==> config.mk <==
export PLATFORM = sky130hd
export DESIGN_NAME = decode_pipe
export DESIGN_NICKNAME = d
export VERILOG_FILES = /design/src/rtl/decode_pipe.sv
export SDC_FILE = /design/constraint.sdc
export NUM_CORES = 2
export LEC_CHECK = 0
export ABC_CLOCK_PERIOD_IN_PS = 2200
export CORE_ASPECT_RATIO = 0.6
export CORE_MARGIN = 4
export CORE_UTILIZATION = 55
export CTS_CLUSTER_DIAMETER = 80
export DETAILED_ROUTE_END_ITERATION = 10
export MAX_ROUTING_LAYER = met4
export PLACE_DENSITY = 0.77
export SLEW_MARGIN = 5
export SYNTH_ARGS = -nofsm -noshare
export SYNTH_HDL_FRONTEND = slang
export SYNTH_SLANG_ARGS = --single-unit
export TNS_END_PERCENT = 50
==> constraint.sdc <==
create_clock -name i_clk -period 2.2 [get_ports i_clk]
set_input_delay 0.33 -clock i_clk [delete_from_list [all_inputs] [get_ports i_clk]]
set_output_delay 0.33 -clock i_clk [all_outputs]
set_load 0.01 [all_outputs]
==> src/rtl/decode_pipe.sv <==
// decode_pipe: RV32I decode stage with register file, write-back bypass, load-use interlock and ID/EX register
module decode_pipe #(
    parameter logic [31:0] RESET_ADDR     = 32'h0000_0000,
    parameter bit          BYPASS_WB      = 1'b1,
    parameter bit          LOAD_USE_STALL = 1'b1
) (
    input  logic        i_clk,
    input  logic        i_rst,
    input  logic        i_valid,
    output logic        o_ready,
    input  logic [31:0] i_instr,
    input  logic [31:0] i_pc,
    input  logic        i_flush,
    input  logic        i_wb_wen,
    input  logic [4:0]  i_wb_waddr,
    input  logic [31:0] i_wb_wdata,
    output logic        o_valid,
    input  logic        i_ready,
    output logic [31:0] o_pc,
    output logic [31:0] o_instr,
    output logic [4:0]  o_rs1_raddr,
    output logic [4:0]  o_rs2_raddr,
    output logic [4:0]  o_rd,
    output logic [31:0] o_rs1_rdata,
    output logic [31:0] o_rs2_rdata,
    output logic [31:0] o_immediate,
    output logic [5:0]  o_format,
    output logic [2:0]  o_funct3,
    output logic [6:0]  o_funct7,
    output logic        o_reg_write,
    output logic        o_mem_read,
    output logic        o_mem_write,
    output logic        o_illegal
);
    logic [31:0] regs [32];
    logic [6:0]  op;
    logic [4:0]  rs1, rs2, rd;
    logic [5:0]  fmt;
    logic [31:0] imm, rs1_val, rs2_val;
    logic        use1, use2, held_use1, held_use2, hazard, accept, wb_live;

    assign op  = i_instr[6:0];
    assign rs1 = i_instr[19:15];
    assign rs2 = i_instr[24:20];
    assign rd  = i_instr[11:7];
    assign wb_live = i_wb_wen && i_wb_waddr != 5'd0;

    // Format, immediate, operand read with optional bypass, and handshake/hazard logic
    always_comb begin
        fmt = (op == 7'b0110011) ? 6'b000001 :
              (op == 7'b0010011 || op == 7'b0000011 || op == 7'b1100111) ? 6'b000010 :
              (op == 7'b0100011) ? 6'b000100 :
              (op == 7'b1100011) ? 6'b001000 :
              (op == 7'b0110111 || op == 7'b0010111) ? 6'b010000 :
              (op == 7'b1101111) ? 6'b100000 : 6'b000000;
        imm = fmt[1] ? {{20{i_instr[31]}}, i_instr[31:20]} :
              fmt[2] ? {{20{i_instr[31]}}, i_instr[31:25], i_instr[11:7]} :
              fmt[3] ? {{19{i_instr[31]}}, i_instr[31], i_instr[7], i_instr[30:25], i_instr[11:8], 1'b0} :
              fmt[4] ? {i_instr[31:12], 12'b0} :
              fmt[5] ? {{11{i_instr[31]}}, i_instr[31], i_instr[19:12], i_instr[20], i_instr[30:21], 1'b0} :
              32'b0;
        use1 = |fmt[3:0];
        use2 = fmt[0] || fmt[2] || fmt[3];
        held_use1 = |o_format[3:0];
        held_use2 = o_format[0] || o_format[2] || o_format[3];
        rs1_val = (rs1 == 5'd0) ? 32'b0 :
                  (BYPASS_WB && wb_live && i_wb_waddr == rs1) ? i_wb_wdata : regs[rs1];
        rs2_val = (rs2 == 5'd0) ? 32'b0 :
                  (BYPASS_WB && wb_live && i_wb_waddr == rs2) ? i_wb_wdata : regs[rs2];
        hazard = LOAD_USE_STALL && o_valid && o_mem_read && o_rd != 5'd0 &&
                 ((use1 && rs1 == o_rd) || (use2 && rs2 == o_rd));
        o_ready = !i_rst && !i_flush && !hazard && (!o_valid || i_ready);
        accept = i_valid && o_ready;
    end

    // Register file; x0 is never written so it stays zero after reset
    always_ff @(posedge i_clk) begin
        if (i_rst) begin
            for (int k = 0; k < 32; k++) regs[k] <= 32'b0;
        end else if (wb_live) begin
            regs[i_wb_waddr] <= i_wb_wdata;
        end
    end

    // ID/EX register: flush beats accept, accept beats drain, a held entry picks up late write-backs
    always_ff @(posedge i_clk) begin
        if (i_rst) begin
            o_valid     <= 1'b0;
            o_pc        <= RESET_ADDR;
            o_instr     <= 32'b0;
            o_rs1_raddr <= 5'b0;
            o_rs2_raddr <= 5'b0;
            o_rd        <= 5'b0;
            o_rs1_rdata <= 32'b0;
            o_rs2_rdata <= 32'b0;
            o_immediate <= 32'b0;
            o_format    <= 6'b0;
            o_funct3    <= 3'b0;
            o_funct7    <= 7'b0;
            o_reg_write <= 1'b0;
            o_mem_read  <= 1'b0;
            o_mem_write <= 1'b0;
            o_illegal   <= 1'b0;
        end else if (i_flush) begin
            o_valid <= 1'b0;
        end else if (accept) begin
            o_valid     <= 1'b1;
            o_pc        <= i_pc;
            o_instr     <= i_instr;
            o_rs1_raddr <= rs1;
            o_rs2_raddr <= rs2;
            o_rd        <= rd;
            o_rs1_rdata <= rs1_val;
            o_rs2_rdata <= rs2_val;
            o_immediate <= imm;
            o_format    <= fmt;
            o_funct3    <= i_instr[14:12];
            o_funct7    <= i_instr[31:25];
            o_reg_write <= (fmt[0] || fmt[1] || fmt[4] || fmt[5]) && rd != 5'd0;
            o_mem_read  <= op == 7'b0000011;
            o_mem_write <= op == 7'b0100011;
            o_illegal   <= fmt == 6'b0;
        end else if (o_valid && i_ready) begin
            o_valid <= 1'b0;
        end else if (o_valid) begin
            if (wb_live && i_wb_waddr == o_rs1_raddr && held_use1) o_rs1_rdata <= i_wb_wdata;
            if (wb_live && i_wb_waddr == o_rs2_raddr && held_use2) o_rs2_rdata <= i_wb_wdata;
        end
    end
endmodule

==> impl_metrics.ini <==
[floorplan]
rows = 94
start_util_pct = 55.74
core-area_um2 = 110200
die_w_um = 439.4
boundaryPins = 304
die-height_um = 266.9
die-area_um2 = 117300

[clock_tree]
cts_tree = built
htree_levels = 3
clock_path_buffers = 3
cts_root_buf = clkbuf_16
cts_sinks = 1195
clk_pin_slew_ns = 0.08
cts_buffers = 110
insertion_delay_ns = 0.76

[placement]
post-place-ws_ns = -1.350
post_dp_cell_area_um2 = 71170
dp.final_hpwl_um = 158600
gp_congestion = 0.9990
port_buffers = 303

[timing]
hold_viol_final = 0
period_needed_ns = 2.978
clock.fmax_ghz = 0.3358
worst_pin_slew_ns = 1.547
rsz0062_at_grt = yes
finalCritPeriodShare_pct = 135.4
slew_headroom_pct = -3.142
skew_ns = 0.04489
drv_slew = 109
setup-violations-final = 271
postLayoutSetupSlackWorst_ns = -0.7783

[logic_synthesis]
synth_top_flop_cell = edfxtp_1
yosysSeqAreaShare_pct = 55.63
synthArstFlopShare_pct = 0
yosys_warnings = 0
syn-cell-area_um2 = 61430
synth_cells = 4527
synth_edf_count = 1024
ys_types = 62
ys_ff_latch = 1195
syn_avg_cell_area_um2 = 13.57

[outcome]
violations = max-capacitance violations, max-slew violations, negative setup slack
status = complete, but fails checks

[pwr]
comb_power_share_pct = 15.3
total_power_mw = 55.90
p_seq_share_pct = 47.6
swShare_pct = 26.44
p_leak_nw = 28.00
power_frac_clock_pct = 37.1
irDropWorstVdd_v = 0.0006669
p_switching_mw = 14.78
internal-power_mw = 41.12
power_density_nw_per_um2 = 716.8

[routing]
routed_wl_um = 257200
drt_iter0_drc = 10165
firstDrtPassIters = 9
drc_errors = 0
routedWlPerCell_um = 37.92
detail-route-antenna-nets = 0
vias_per_cell = 7.303
num_vias = 49535

[final_layout]
layout_common_cells = edfxtp_1 (1024), and2_1 (995), buf_4 (445)
drive_gt1_share_pct = 30.96
post-route-cell-area_um2 = 77990
syn_to_final_growth_pct = 26.96
fin_nets = 5272
multi_input_area_um2 = 26650
final_common_cell = edfxtp_1
seqCellArea_um2 = 34180
fillers = 6753

[global_routing]
antenna_found_initial = 30
overflow = 0
grt_max_degree = 109
grt_pass1_vias = 47021
grt_pass1_wl_um = 345600
grt.total_usage_pct = 43.06

[worst_setup_path]
endpoint_kind = flop
worstPathMaxFanout = 10
worstSetupStartpointType = flop
cp.required_ns = 2.77
arrival_ns = 3.54
critPathKind = flop to flop

[run]
drv_cap = 1

[min_path]
hold_path.class = input pin to flop
==> power groups by stage <==
stage	logic, mW	clock network [mW]	registers [mW]
after floorplan	3.81	0	26.7
after global placement	7.30	0	26.9
after detailed placement	7.40	0	27.0
after CTS	7.82	20.6	26.5
after global routing	8.60	21.7	26.7
final	8.53	20.8	26.6
==> critical path: stages (launching register included) <==
cell and delay [ns]:
dfxtp_2 0.36, buf_6 0.11, buf_4 0.16, xor2_1 0.54, nor3_1 0.10, nand3_1 0.14
a21bo_4 0.15, buf_4 0.10, buf_6 0.11, buf_6 0.11, nand2_8 0.08, buf_8 0.15
buf_16 0.15, a211oi_4 0.38, nor3_4 0.12
==> routing by layer <==
metal	global-route usage [%]	up-vias	wire length [µm]
met1	54.73	24073	84420
met2	56.83	5792	103300
met5	-	-	0
met3	23.11	1235	53420
li1	-	18435	-
met4	18.57	0	16090
==> per-stage QoR <==
step	hold WS [ns]	setup TNS, ns	utilization [%]	instances
after floorplan	0.4660	-0.2123	-	4558
after global routing	0.06760	-96.87	70.73	6766
after detailed placement	0.4447	-903.48	64.58	6470
after global placement	0.4379	-862.00	64.58	6470
final	0.08614	-99.68	70.77	6783
after CTS	0.02722	-39.68	69.71	6730
==> cells by family after synthesis <==
kind of cell	synth area share, %
xor+xnor	0.4278
flops	55.63
buf+inv	3.927
compound gates	7.913
simple gates	13.80
other cells	0.006105
mux	18.29
==> layout make-up <==
type                    instances  share of cell area, %
diodes                         33                 0.1059
clock buffers                 144                  3.984
clock inverters                65                 0.9081
inverters                       3                0.01444
multi-input cells            2857                  34.17
flip-flops and latches       1195                  43.82
well taps                    1488                  2.387
repair buffers                998                  14.60
==> state kept, by name (all words and copies together), names as in the netlist, 6 cells and up <==
| register | flops |
|---|---|
| o_pc | 32 |
| o_format | 6 |
| o_rs2_rdata | 32 |
| o_immediate | 32 |
| regs | 1024 |
| o_rs1_rdata | 32 |
| o_instr | 32 |
==> cell usage after synthesis, drive strengths merged (22+ instances only) <==
cell / n / area, µm²
o22ai: 57 / 356.6
a22oi: 115 / 863.3
nand3: 22 / 120.1
a221oi: 46 / 553.0
nor2: 144 / 558.0
edfxtp: 1024 / 30750
clkbuf: 298 / 1119
mux4: 385 / 8671
a211oi: 69 / 533.0
a2111oi: 35 / 394.1
nor3: 62 / 335.3
or2: 31 / 193.9
o221ai: 67 / 586.8
a21oi: 210 / 1051
and2: 1000 / 6256
a22o: 36 / 315.3
mux2i: 255 / 2552
buf: 205 / 1282
dfxtp: 171 / 3423
nand2: 197 / 742.0
==> timing repair <==
item,CTS,global route
resized for setup,229,178
hold endpoints to repair,1,0
buffers inserted,28,23
gates cloned,24,6
hold buffers,1,0
setup endpoints to repair,178,221
pin swaps,158,51
==> final timing paths <==
kind                                  start         endpoint  slack [ns]  depth (start not counted)
worst max-delay path            o_instr[11]  o_immediate[12]       -0.78                         14
worst min-delay path            i_instr[21]      o_instr[21]        0.09                          4
worst max register to register  o_instr[11]  o_immediate[12]       -0.78                         14
worst min register to register     o_pc[27]         o_pc[27]        0.45                          2
(Power assumes the default switching activity.)
